**config.mk**
```make
export PLATFORM = sky130hd
export DESIGN_NAME = fp_mul_pipe_flat
export DESIGN_NICKNAME = d
export VERILOG_FILES = /design/src/rtl/fp_pkg.sv /design/src/rtl/fp_mul_pipe_if.sv /design/src/rtl/fp_round_rne.sv /design/src/rtl/fp_mul_pipe.sv /design/src/flat_wrapper.sv
export SDC_FILE = /design/constraint.sdc
export NUM_CORES = 2
export LEC_CHECK = 0
export ABC_AREA = 1
export CAP_MARGIN = 20
export CORE_MARGIN = 2
export CORE_UTILIZATION = 37
export DETAILED_ROUTE_END_ITERATION = 10
export SLEW_MARGIN = 20
export SYNTH_ARGS = -nofsm -noshare
export SYNTH_HDL_FRONTEND = slang
export SYNTH_SLANG_ARGS = --single-unit
```
**constraint.sdc**
```tcl
create_clock -name clk -period 11.8 [get_ports clk]
set_clock_uncertainty 0.05 [all_clocks]
set_input_delay 1.77 -clock clk [delete_from_list [all_inputs] [get_ports clk]]
set_output_delay 1.77 -clock clk [all_outputs]
set_load 0.01 [all_outputs]
```
**src/rtl/fp_pkg.sv**
```systemverilog
// Shared types and helpers for the pipelined FP multiplier.
// Field extractors, bias, class codes, flag indices, canonical qNaN.
package fp_pkg;

  typedef enum logic [2:0] {
    ZERO, NORM, INF, QNAN, SNAN
  } fp_cls_e;

  localparam int FLG_NX = 0;
  localparam int FLG_UF = 1;
  localparam int FLG_OF = 2;
  localparam int FLG_NV = 3;

  function automatic logic f_sign(
    logic [63:0] x, int exp_w, int man_w);
    logic [63:0] t;
    t = x >> (exp_w + man_w);
    return t[0];
  endfunction

  function automatic logic [63:0] f_exp(
    logic [63:0] x, int exp_w, int man_w);
    return (x >> man_w) & ((64'd1 << exp_w) - 64'd1);
  endfunction

  function automatic logic [63:0] f_man(
    logic [63:0] x, int man_w);
    return x & ((64'd1 << man_w) - 64'd1);
  endfunction

  function automatic int f_bias(int exp_w);
    return (1 << (exp_w - 1)) - 1;
  endfunction

  function automatic logic [63:0] f_qnan(
    int exp_w, int man_w);
    return (((64'd1 << exp_w) - 64'd1) << man_w)
      | (64'd1 << (man_w - 1));
  endfunction

  // Subnormals classify as ZERO (denormals-are-zero).
  function automatic fp_cls_e f_class(
    logic [63:0] x, int exp_w, int man_w);
    logic [63:0] e, m, t;
    e = f_exp(x, exp_w, man_w);
    m = f_man(x, man_w);
    t = m >> (man_w - 1);
    if (e == 64'd0) return ZERO;
    if (e != (64'd1 << exp_w) - 64'd1) return NORM;
    if (m == 64'd0) return INF;
    return t[0] ? QNAN : SNAN;
  endfunction

endpackage

```
**src/rtl/fp_mul_pipe_if.sv**
```systemverilog
// Valid/ready operand and result channels of fp_mul_pipe.
// master drives operands/out_ready; slave is the multiplier.
interface fp_mul_pipe_if #(
  parameter int EXP_W = 8,
  parameter int MAN_W = 23,
  parameter int TAG_W = 4
);
  localparam int W = 1 + EXP_W + MAN_W;

  logic             in_valid;
  logic             in_ready;
  logic [W-1:0]     in_a;
  logic [W-1:0]     in_b;
  logic [TAG_W-1:0] in_tag;
  logic             out_valid;
  logic             out_ready;
  logic [W-1:0]     out_y;
  logic [TAG_W-1:0] out_tag;
  logic [3:0]       out_flags;

  modport master (
    output in_valid, in_a, in_b, in_tag, out_ready,
    input  in_ready, out_valid, out_y, out_tag, out_flags
  );

  modport slave (
    input  in_valid, in_a, in_b, in_tag, out_ready,
    output in_ready, out_valid, out_y, out_tag, out_flags
  );
endinterface

```
**src/rtl/fp_round_rne.sv**
```systemverilog
// Round-to-nearest-even plus exponent range check (combinational).
// In: kept man, G, S, signed exp. Out: man_r, exp_r, ovf/unf/inx.
module fp_round_rne #(
  parameter int EXP_W = 8,
  parameter int MAN_W = 23
) (
  input  logic [MAN_W-1:0]        man,
  input  logic                    g,
  input  logic                    s,
  input  logic signed [EXP_W+1:0] exp,
  output logic [MAN_W-1:0]        man_r,
  output logic [EXP_W-1:0]        exp_r,
  output logic                    ovf,
  output logic                    unf,
  output logic                    inx
);
  localparam int EW = EXP_W + 2;
  localparam logic signed [EW-1:0] EMAX =
    EW'((1 << EXP_W) - 1);

  logic                 up;
  logic                 carry;
  logic [MAN_W-1:0]     man_i;
  logic signed [EW-1:0] e_f;

  assign up    = g & (man[0] | s);
  // all-ones mantissa wraps to zero; carry bumps the exponent
  assign carry = up & (&man);
  assign man_i = man + MAN_W'(up);
  assign e_f   = exp + $signed(EW'(carry));

  always_comb begin
    ovf   = !e_f[EW-1] && (e_f >= EMAX);
    unf   = e_f[EW-1] || (e_f == '0);
    inx   = g | s | ovf | unf;
    man_r = man_i;
    exp_r = e_f[EXP_W-1:0];
    if (ovf) begin
      man_r = '0;
      exp_r = '1;
    end else if (unf) begin
      man_r = '0;
      exp_r = '0;
    end
  end
endmodule

```
**src/rtl/fp_mul_pipe.sv**
```systemverilog
// Pipelined IEEE-754 multiplier, RNE, DAZ/FTZ, exception flags.
// Ports: clk, rst_n, bus (fp_mul_pipe_if.slave).
module fp_mul_pipe
  import fp_pkg::*;
#(
  parameter int EXP_W = 8,
  parameter int MAN_W = 23,
  parameter int TAG_W = 4
) (
  input logic         clk,
  input logic         rst_n,
  fp_mul_pipe_if.slave bus
);
  localparam int W  = 1 + EXP_W + MAN_W;
  localparam int P  = MAN_W + 1;
  localparam int EW = EXP_W + 2;
  localparam logic signed [EW-1:0] BIAS =
    EW'(f_bias(EXP_W));
  localparam logic [W-1:0] QNAN_W =
    W'(f_qnan(EXP_W, MAN_W));

  logic adv;
  assign adv = !bus.out_valid | bus.out_ready;
  assign bus.in_ready = adv;

  // rank 0: captured operands
  logic             v0;
  logic [W-1:0]     a0, b0;
  logic [TAG_W-1:0] tag0;

  always_ff @(posedge clk or negedge rst_n) begin
    if (!rst_n) begin
      v0 <= 1'b0; a0 <= '0; b0 <= '0; tag0 <= '0;
    end else if (adv) begin
      v0   <= bus.in_valid;
      a0   <= bus.in_a;
      b0   <= bus.in_b;
      tag0 <= bus.in_tag;
    end
  end

  // S1: classify, multiply, provisional exponent
  fp_cls_e              cls_a, cls_b;
  logic [EXP_W-1:0]     ea, eb;
  logic [P-1:0]         sig_a, sig_b;
  logic signed [EW-1:0] exp_s1;
  logic [2*P-1:0]       prod_s1;

  assign cls_a  = f_class(64'(a0), EXP_W, MAN_W);
  assign cls_b  = f_class(64'(b0), EXP_W, MAN_W);
  assign ea     = EXP_W'(f_exp(64'(a0), EXP_W, MAN_W));
  assign eb     = EXP_W'(f_exp(64'(b0), EXP_W, MAN_W));
  assign sig_a  = {1'b1, MAN_W'(f_man(64'(a0), MAN_W))};
  assign sig_b  = {1'b1, MAN_W'(f_man(64'(b0), MAN_W))};
  assign exp_s1 = $signed({2'b00, ea})
                + $signed({2'b00, eb}) - BIAS;
  assign prod_s1 = (2*P)'(sig_a) * (2*P)'(sig_b);

  logic                 v1, sgn1;
  logic [TAG_W-1:0]     tag1;
  fp_cls_e              cls_a1, cls_b1;
  logic signed [EW-1:0] exp1;
  logic [2*P-1:0]       prod1;

  always_ff @(posedge clk or negedge rst_n) begin
    if (!rst_n) begin
      v1 <= 1'b0; sgn1 <= 1'b0; tag1 <= '0;
      cls_a1 <= ZERO; cls_b1 <= ZERO;
      exp1 <= '0; prod1 <= '0;
    end else if (adv) begin
      v1     <= v0;
      tag1   <= tag0;
      sgn1   <= f_sign(64'(a0), EXP_W, MAN_W)
              ^ f_sign(64'(b0), EXP_W, MAN_W);
      cls_a1 <= cls_a;
      cls_b1 <= cls_b;
      exp1   <= exp_s1;
      prod1  <= prod_s1;
    end
  end

  // S2: normalise, G/S, special select
  logic [2*P-2:0]       pn;
  logic signed [EW-1:0] exp_s2;
  logic                 nan_x, inf_x, zero_x, snan_x;
  logic                 spec_s2, nv_s2;
  logic [W-1:0]         spy_s2;

  assign pn = prod1[2*P-1] ? prod1[2*P-2:0]
                           : {prod1[2*P-3:0], 1'b0};
  assign exp_s2 = exp1 + $signed(EW'(prod1[2*P-1]));

  always_comb begin
    snan_x  = (cls_a1 == SNAN) | (cls_b1 == SNAN);
    nan_x   = snan_x | (cls_a1 == QNAN) | (cls_b1 == QNAN);
    inf_x   = (cls_a1 == INF) | (cls_b1 == INF);
    zero_x  = (cls_a1 == ZERO) | (cls_b1 == ZERO);
    spec_s2 = 1'b0;
    nv_s2   = 1'b0;
    spy_s2  = '0;
    if (nan_x || (inf_x && zero_x)) begin
      spec_s2 = 1'b1;
      spy_s2  = QNAN_W;
      nv_s2   = snan_x | (inf_x & zero_x);
    end else if (inf_x) begin
      spec_s2 = 1'b1;
      spy_s2  = {sgn1, {EXP_W{1'b1}}, {MAN_W{1'b0}}};
    end else if (zero_x) begin
      spec_s2 = 1'b1;
      spy_s2  = {sgn1, {(W-1){1'b0}}};
    end
  end

  logic                 v2, sgn2, spec2, nv2, g2, s2;
  logic [TAG_W-1:0]     tag2;
  logic [W-1:0]         spy2;
  logic [MAN_W-1:0]     man2;
  logic signed [EW-1:0] exp2;

  always_ff @(posedge clk or negedge rst_n) begin
    if (!rst_n) begin
      v2 <= 1'b0; sgn2 <= 1'b0; spec2 <= 1'b0;
      nv2 <= 1'b0; g2 <= 1'b0; s2 <= 1'b0;
      tag2 <= '0; spy2 <= '0; man2 <= '0; exp2 <= '0;
    end else if (adv) begin
      v2    <= v1;
      tag2  <= tag1;
      sgn2  <= sgn1;
      spec2 <= spec_s2;
      nv2   <= nv_s2;
      spy2  <= spy_s2;
      man2  <= pn[2*P-2:P];
      g2    <= pn[P-1];
      s2    <= |pn[P-2:0];
      exp2  <= exp_s2;
    end
  end

  // S3: round, range check, output register
  logic [MAN_W-1:0] man_r;
  logic [EXP_W-1:0] exp_r;
  logic             ovf, unf, inx;
  logic [W-1:0]     y_s3;
  logic [3:0]       fl_s3;

  fp_round_rne #(.EXP_W(EXP_W), .MAN_W(MAN_W)) u_round (
    .man   (man2),
    .g     (g2),
    .s     (s2),
    .exp   (exp2),
    .man_r (man_r),
    .exp_r (exp_r),
    .ovf   (ovf),
    .unf   (unf),
    .inx   (inx)
  );

  always_comb begin
    y_s3  = {sgn2, exp_r, man_r};
    fl_s3 = '0;
    if (spec2) begin
      y_s3 = spy2;
      fl_s3[FLG_NV] = nv2;
    end else begin
      fl_s3[FLG_OF] = ovf;
      fl_s3[FLG_UF] = unf;
      fl_s3[FLG_NX] = inx;
    end
  end

  always_ff @(posedge clk or negedge rst_n) begin
    if (!rst_n) begin
      bus.out_valid <= 1'b0;
      bus.out_y     <= '0;
      bus.out_tag   <= '0;
      bus.out_flags <= '0;
    end else if (adv) begin
      bus.out_valid <= v2;
      bus.out_y     <= v2 ? y_s3 : '0;
      bus.out_tag   <= v2 ? tag2 : '0;
      bus.out_flags <= v2 ? fl_s3 : '0;
    end
  end
endmodule

```
**src/flat_wrapper.sv**
```systemverilog
// flat-port wrapper written by rule: the top's interface ports become plain ports
module fp_mul_pipe_flat import fp_pkg::*;
#(
  parameter int EXP_W = 8,
  parameter int MAN_W = 23,
  parameter int TAG_W = 4
)
  (clk, rst_n, bus_in_valid, bus_in_a, bus_in_b, bus_in_tag, bus_out_ready, bus_in_ready, bus_out_valid, bus_out_y, bus_out_tag, bus_out_flags);
  fp_mul_pipe_if #(.EXP_W(EXP_W), .MAN_W(MAN_W), .TAG_W(TAG_W)) bus_i ();
  input logic clk;
  input logic rst_n;
  input wire logic [$bits(bus_i.in_valid)-1:0] bus_in_valid;
  input wire logic [$bits(bus_i.in_a)-1:0] bus_in_a;
  input wire logic [$bits(bus_i.in_b)-1:0] bus_in_b;
  input wire logic [$bits(bus_i.in_tag)-1:0] bus_in_tag;
  input wire logic [$bits(bus_i.out_ready)-1:0] bus_out_ready;
  output wire logic [$bits(bus_i.in_ready)-1:0] bus_in_ready;
  output wire logic [$bits(bus_i.out_valid)-1:0] bus_out_valid;
  output wire logic [$bits(bus_i.out_y)-1:0] bus_out_y;
  output wire logic [$bits(bus_i.out_tag)-1:0] bus_out_tag;
  output wire logic [$bits(bus_i.out_flags)-1:0] bus_out_flags;
  assign bus_i.in_valid = bus_in_valid;
  assign bus_i.in_a = bus_in_a;
  assign bus_i.in_b = bus_in_b;
  assign bus_i.in_tag = bus_in_tag;
  assign bus_i.out_ready = bus_out_ready;
  assign bus_in_ready = bus_i.in_ready;
  assign bus_out_valid = bus_i.out_valid;
  assign bus_out_y = bus_i.out_y;
  assign bus_out_tag = bus_i.out_tag;
  assign bus_out_flags = bus_i.out_flags;
  fp_mul_pipe #(.EXP_W(EXP_W), .MAN_W(MAN_W), .TAG_W(TAG_W)) u_core (.clk(clk), .rst_n(rst_n), .bus(bus_i));
endmodule
```
# Word-level counts from Yosys, hierarchy flattened
# Cells that the tools add are included.
[totals] ff_bits=255 input_bits=72 out_inout_bits=42 elab_cells=114
[op_classes] n_addsub=5 mul=1 order_cmp=1 n_eq_ne=8 mux=44 n_bitwise=15 n_reduce_logical=15
[op_table] operator="$logic_not 64->1" count=4
[op_table] operator="$mux 32" count=5
[op_table] operator="$mul 24x24->48" count=1
[op_table] operator="$mux 47" count=1
[op_table] operator="$mux 23" count=2
[op_table] operator="$mux 3" count=15
[op_table] operator="$add 23x1->23" count=1
[op_table] operator="$reduce_and 23->1" count=1
[op_table] operator="$reduce_or 23->1" count=1
[op_table] operator="$add 10x2->10" count=2
[op_table] operator="$mux 1" count=17
[op_table] operator="$mux 8" count=2
[op_table] operator="$ne 8x8->1 const B" count=2
[op_table] operator="$eq 3x2->1 const B" count=4
[op_table] operator="$or 1x1->1" count=11
[op_table] operator="$ge 10x9->1 const B" count=1
[op_table] operator="$logic_not 10->1" count=1
[op_table] operator="$sub 10x8->10 const B" count=1
[op_table] operator="$add 8x8->9" count=1
[op_table] operator="$mux 4" count=2
[op_table] operator="$eq 3x3->1 const B" count=2
[op_table] operator="$logic_not 3->1" count=2
[op_table] operator="$and 1x1->1" count=3
[op_table] operator="$logic_and 1x1->1" count=2
[op_table] operator="3 further kinds" count=5

# Depth between registers and ports, before layout
[logic_depth] word_depth=10 depth_mapped=31 depth_no_buf=29

# Cells and area by module
# From an unflattened synthesis, not the netlist that was laid out.
[hier_totals] cells_unflattened=4195 area_unflattened_um2=31318.8
[by_module_without_submodules] module="fp_mul_pipe" n_inst=1 cells_per_inst=3914 area_each_um2=29955.0 seq_area_each_um2=5655.4
[by_module_without_submodules] module="fp_round_rne" n_inst=1 cells_per_inst=281 area_each_um2=1363.8 seq_area_each_um2=0.0

# Least setup slack after synthesis
# OpenSTA, ideal clock, no wires.
[synth_timing] kind="register -> register" from="reg u_core.a0[19]" to="reg u_core.prod1[39]" setup_time_ps=118 t_arrival_ps=5938 t_required_ps=11632 slack_ps=5694 path_stages_with_launch=27 n_path_buf=2 period_less_slack_ps=6106 cell_sequence="dfrtp_1 clkbuf_1 clkbuf_1 nand2_1 fa_1 inv_1 fa_1 inv_1 fa_1 inv_1 fa_1 fa_1 fa_1 inv_1 fa_1 inv_1 ha_1 nand2_1 nor2_1 inv_1 nor3_1 and2_1 nand3_1 nand3_1 nand2_1 nand3_1 nand2_1"
[synth_between] elab_chain_cells=1
[synth_lines] item="from (decl)" line_no="fp_mul_pipe.sv:28" rtl="logic [W-1:0] a0, b0;"
[synth_lines] item="from (signal assigned)" line_no="fp_mul_pipe.sv:36" rtl="a0 <= bus.in_a;"
[synth_lines] item="$mul 24x24->48" line_no="fp_mul_pipe.sv:57" rtl="assign prod_s1 = (2*P)'(sig_a) * (2*P)'(sig_b);"
[synth_lines] item="to (signal assigned)" line_no="fp_mul_pipe.sv:78" rtl="prod1 <= prod_s1;"
[synth_lines] item="to (decl)" line_no="fp_mul_pipe.sv:63" rtl="logic [2*P-1:0] prod1;"
# No other way between the ends.
# A chain may end at the register's enable or synchronous reset.

# Worst setup path in the final report
[layout_timing] from="reg u_core.a0[18]" to="reg u_core.prod1[47]"
# The elaborated chain is that of the path after synthesis.

==> flow_summary.toml <==
[outcome]
outcome = "completed"

[route]
met1_length_um = 37500
top_layer = "met4"
drcViolationCount = 0
ant_nets = 0
routed_wl_um = 85700
drtPass1Iterations = 5
met3_length_um = 4900
drt-initial-drc-count = 1602
routed_via_density = 4.79
vias = 24300
wl_per_cell_um = 16.9
routed-wl-met2_um = 40400

[global_routing]
grt_pass1_wl_um = 136000
gr-total-overflow = 0
grt_pass1_vias = 24700
grt_max_degree = 170
antenna_found_initial = 1
grt_usage_pct = 20.4

[logic_synthesis]
synth-edff-count = 0
synth_compound_area_share_pct = 6.00
synth_ff_type = "dfrtp_1"
yosys_register_bits = 226
synth_top_family_by_area = "adder cells"
synth_cells = 3960
synthXorXnorAreaFrac_pct = 1.15
yosys.area_share.adder_pct = 39.6
yosysTopAreaCell = "fa_1"
seq_area_frac_synth_pct = 18.6
ys_top_cells_by_count = "1144 x nand2_1, 1064 x inv_1, 483 x fa_1"
synth.distinct_cells = 42
synthMuxAreaShare_pct = 0.0330
synthArstFlopShare_pct = 100
yosysTopAreaCellShare_pct = 31.8
synth-simple-area-share_pct = 19.4
synth.most_common_cell = "nand2_1"
ys.warnings.count = 0
synth.avg_cell_area_um2 = 7.67
syn_nets = 4703
syn_area_um2 = 30400
yosys-top-cells-area = "fa_1 32%, dfrtp_1 19%, nand2_1 14%"

[clock_network]
clk_path_buf_depth = 3
numCtsBuffers = 29
root_buffer = "clkbuf_16"
cts_tree = "done"
postCtsSetupBuffers = 0
postCtsResizedCells = 0
clock_latency_ps = 600
cts-hold-fix-buffers = 0
h-tree-depth = 1
clock_sinks = 226
clkTransAtPathRegs_ps = 60

[worst_setup_path]
start_kind = "flip-flop"
required_ps = 12220
cpMaxStageDelayCell = "dfrtp_1"
crit_arrival_ps = 7380
regToRegSetupSlack_ps = 4840
critPathKind = "reg2reg"
path_cells = "buf_4 > nand2_1 > fa_1 > fa_1 > fa_1 > inv_1 > fa_1 > inv_1 > fa_1 > inv_1 > fa_1 > ha_1 > ha_1 > nand2_1 > nor2_1 > inv_1 > nor3_1 > nand2_1 > nor2_1 > nand2_1 > nand3_1 > nand2_1 > nand3_1 > nand2_1"
slowest_delay_ps = 900
cp-end-kind = "flip-flop"
crit_family = "adder cells"
critPathBufInv = 5
cp_max_fo = 14

[sta]
slew_headroom_pct = 31.0
rsz0062_at_grt = "false"
fin_setup_tns_ps = 0
post-route-min-period_ps = 6960
drv_slew = 0
fmax_ghz = 0.144
worst_pin_slew_ps = 1030
setup_violations = 0
worst_slack_ps = 4840
fin_worst_hold_slack_ps = 426
post-route-period-util_pct = 59.0
hold_viol_final = 0

[job]
cap_violations = 0

[layout]
n_antenna_cell = 0
drive_gt1_share_pct = 3.54
layout.nets = 4727
post-route-util_pct = 41.2
area_growth_pct = 10.8

[place]
place_ws_ps = 4730
io_buffer_count = 113
place.gp.congestion = 0.893
dp_hpwl_um = 66600

[die]
dieWidth_um = 291
core_um2 = 81700
row_count = 105
die_area_um2 = 84400
initial_core_util_pct = 37.2
io_pins = 114
die_h_um = 291

[worst_hold_path]
hp-class = "reg2reg"
-- through the flow --
step / std cells / instance area (µm²)
floorplan: 3960 / 30400
global placement: 5023 / 32600
detailed placement: 5023 / 32600
CTS: 5077 / 33700
global route: 5077 / 33700
finish: 5077 / 33700
-- cells by family (layout without fill, tap and decap cells) --
group,after synthesis,count (layout)
AOI/OAI and AO/OA,323,323
muxes,1,1
buffers and inverters,1230,1277
xor gates and xnor gates,40,40
DFF,226,226
adders and majority gates,671,671
and+or+nand+nor,1469,1469
-- layer usage --
| layer | track usage (%) | vias up |
|---|---|---|
| met2 | 33.5 | 665 |
| met3 | 2.78 | 151 |
| met4 | 6.66 | 0 |
| met5 | 0 | - |
| met1 | 28.0 | 12000 |
| li1 | - | 11600 |
-- worst reg2reg max path: cells and delay by family (launching register included) --
family	cells	cell delay, ps
DFF	1	900
adders and majority gates	8	3770
and+or+nand+nor	11	1530
buffers and inverters	5	610
-- placed cells by master, fill, tap and decap left out, drive strengths merged, types with 9 or more instances in the layout --
cell type / count
xor2: 18
inv: 1068
clkdlybuf4s50: 112
fa: 483
nor2: 147
nand4: 38
buf: 47
nor3: 11
a21oi: 72
clkbuf: 38
o211ai: 10
ha: 188
dfrtp: 226
nand3: 92
o22ai: 9
nand2: 1150
o21ai: 193
nor4: 12
xnor2: 22
-- final cells by class --
cell class / count / area, µm²
timing repair buffer: 159 / 1490
fill: 8459 / 48100
tap: 1070 / 1340
multi-input combinational: 2504 / 20100
clock buffer: 38 / 810
clock inverter: 16 / 268
sequential: 226 / 5660
inverter: 1064 / 4000
-- path summary, 6_finish.rpt --
path	depth (start not counted)	startpoint	endpoint
max	24	u_core.a0[18]	u_core.prod1[47]
min	2	u_core.v2	u_core.bus.out_valid
max reg2reg	24	u_core.a0[18]	u_core.prod1[47]
min reg2reg	2	u_core.v2	u_core.bus.out_valid
max in group asynchronous	2	rst_n	u_core.a0[12]
min in group asynchronous	1	rst_n	u_core.b0[28]
-- flip-flops by register name, indices dropped and copies added, names as in the netlist, 3 cells and up --
signal and cells:
u_core.bus.out_tag 4, u_core.exp1 10, u_core.tag2 4, u_core.cls_b1 3, u_core.tag0 4, u_core.exp2 10
u_core.man2 23, u_core.prod1 48, u_core.spy2 3, u_core.bus.out_flags 4, u_core.bus.out_y 32, u_core.a0 32
u_core.tag1 4, u_core.cls_a1 3, u_core.b0 32
Power is left out: the tool's default activity adds up to more than one toggle a clock period on the data nets, which glitch-free logic cannot reach.
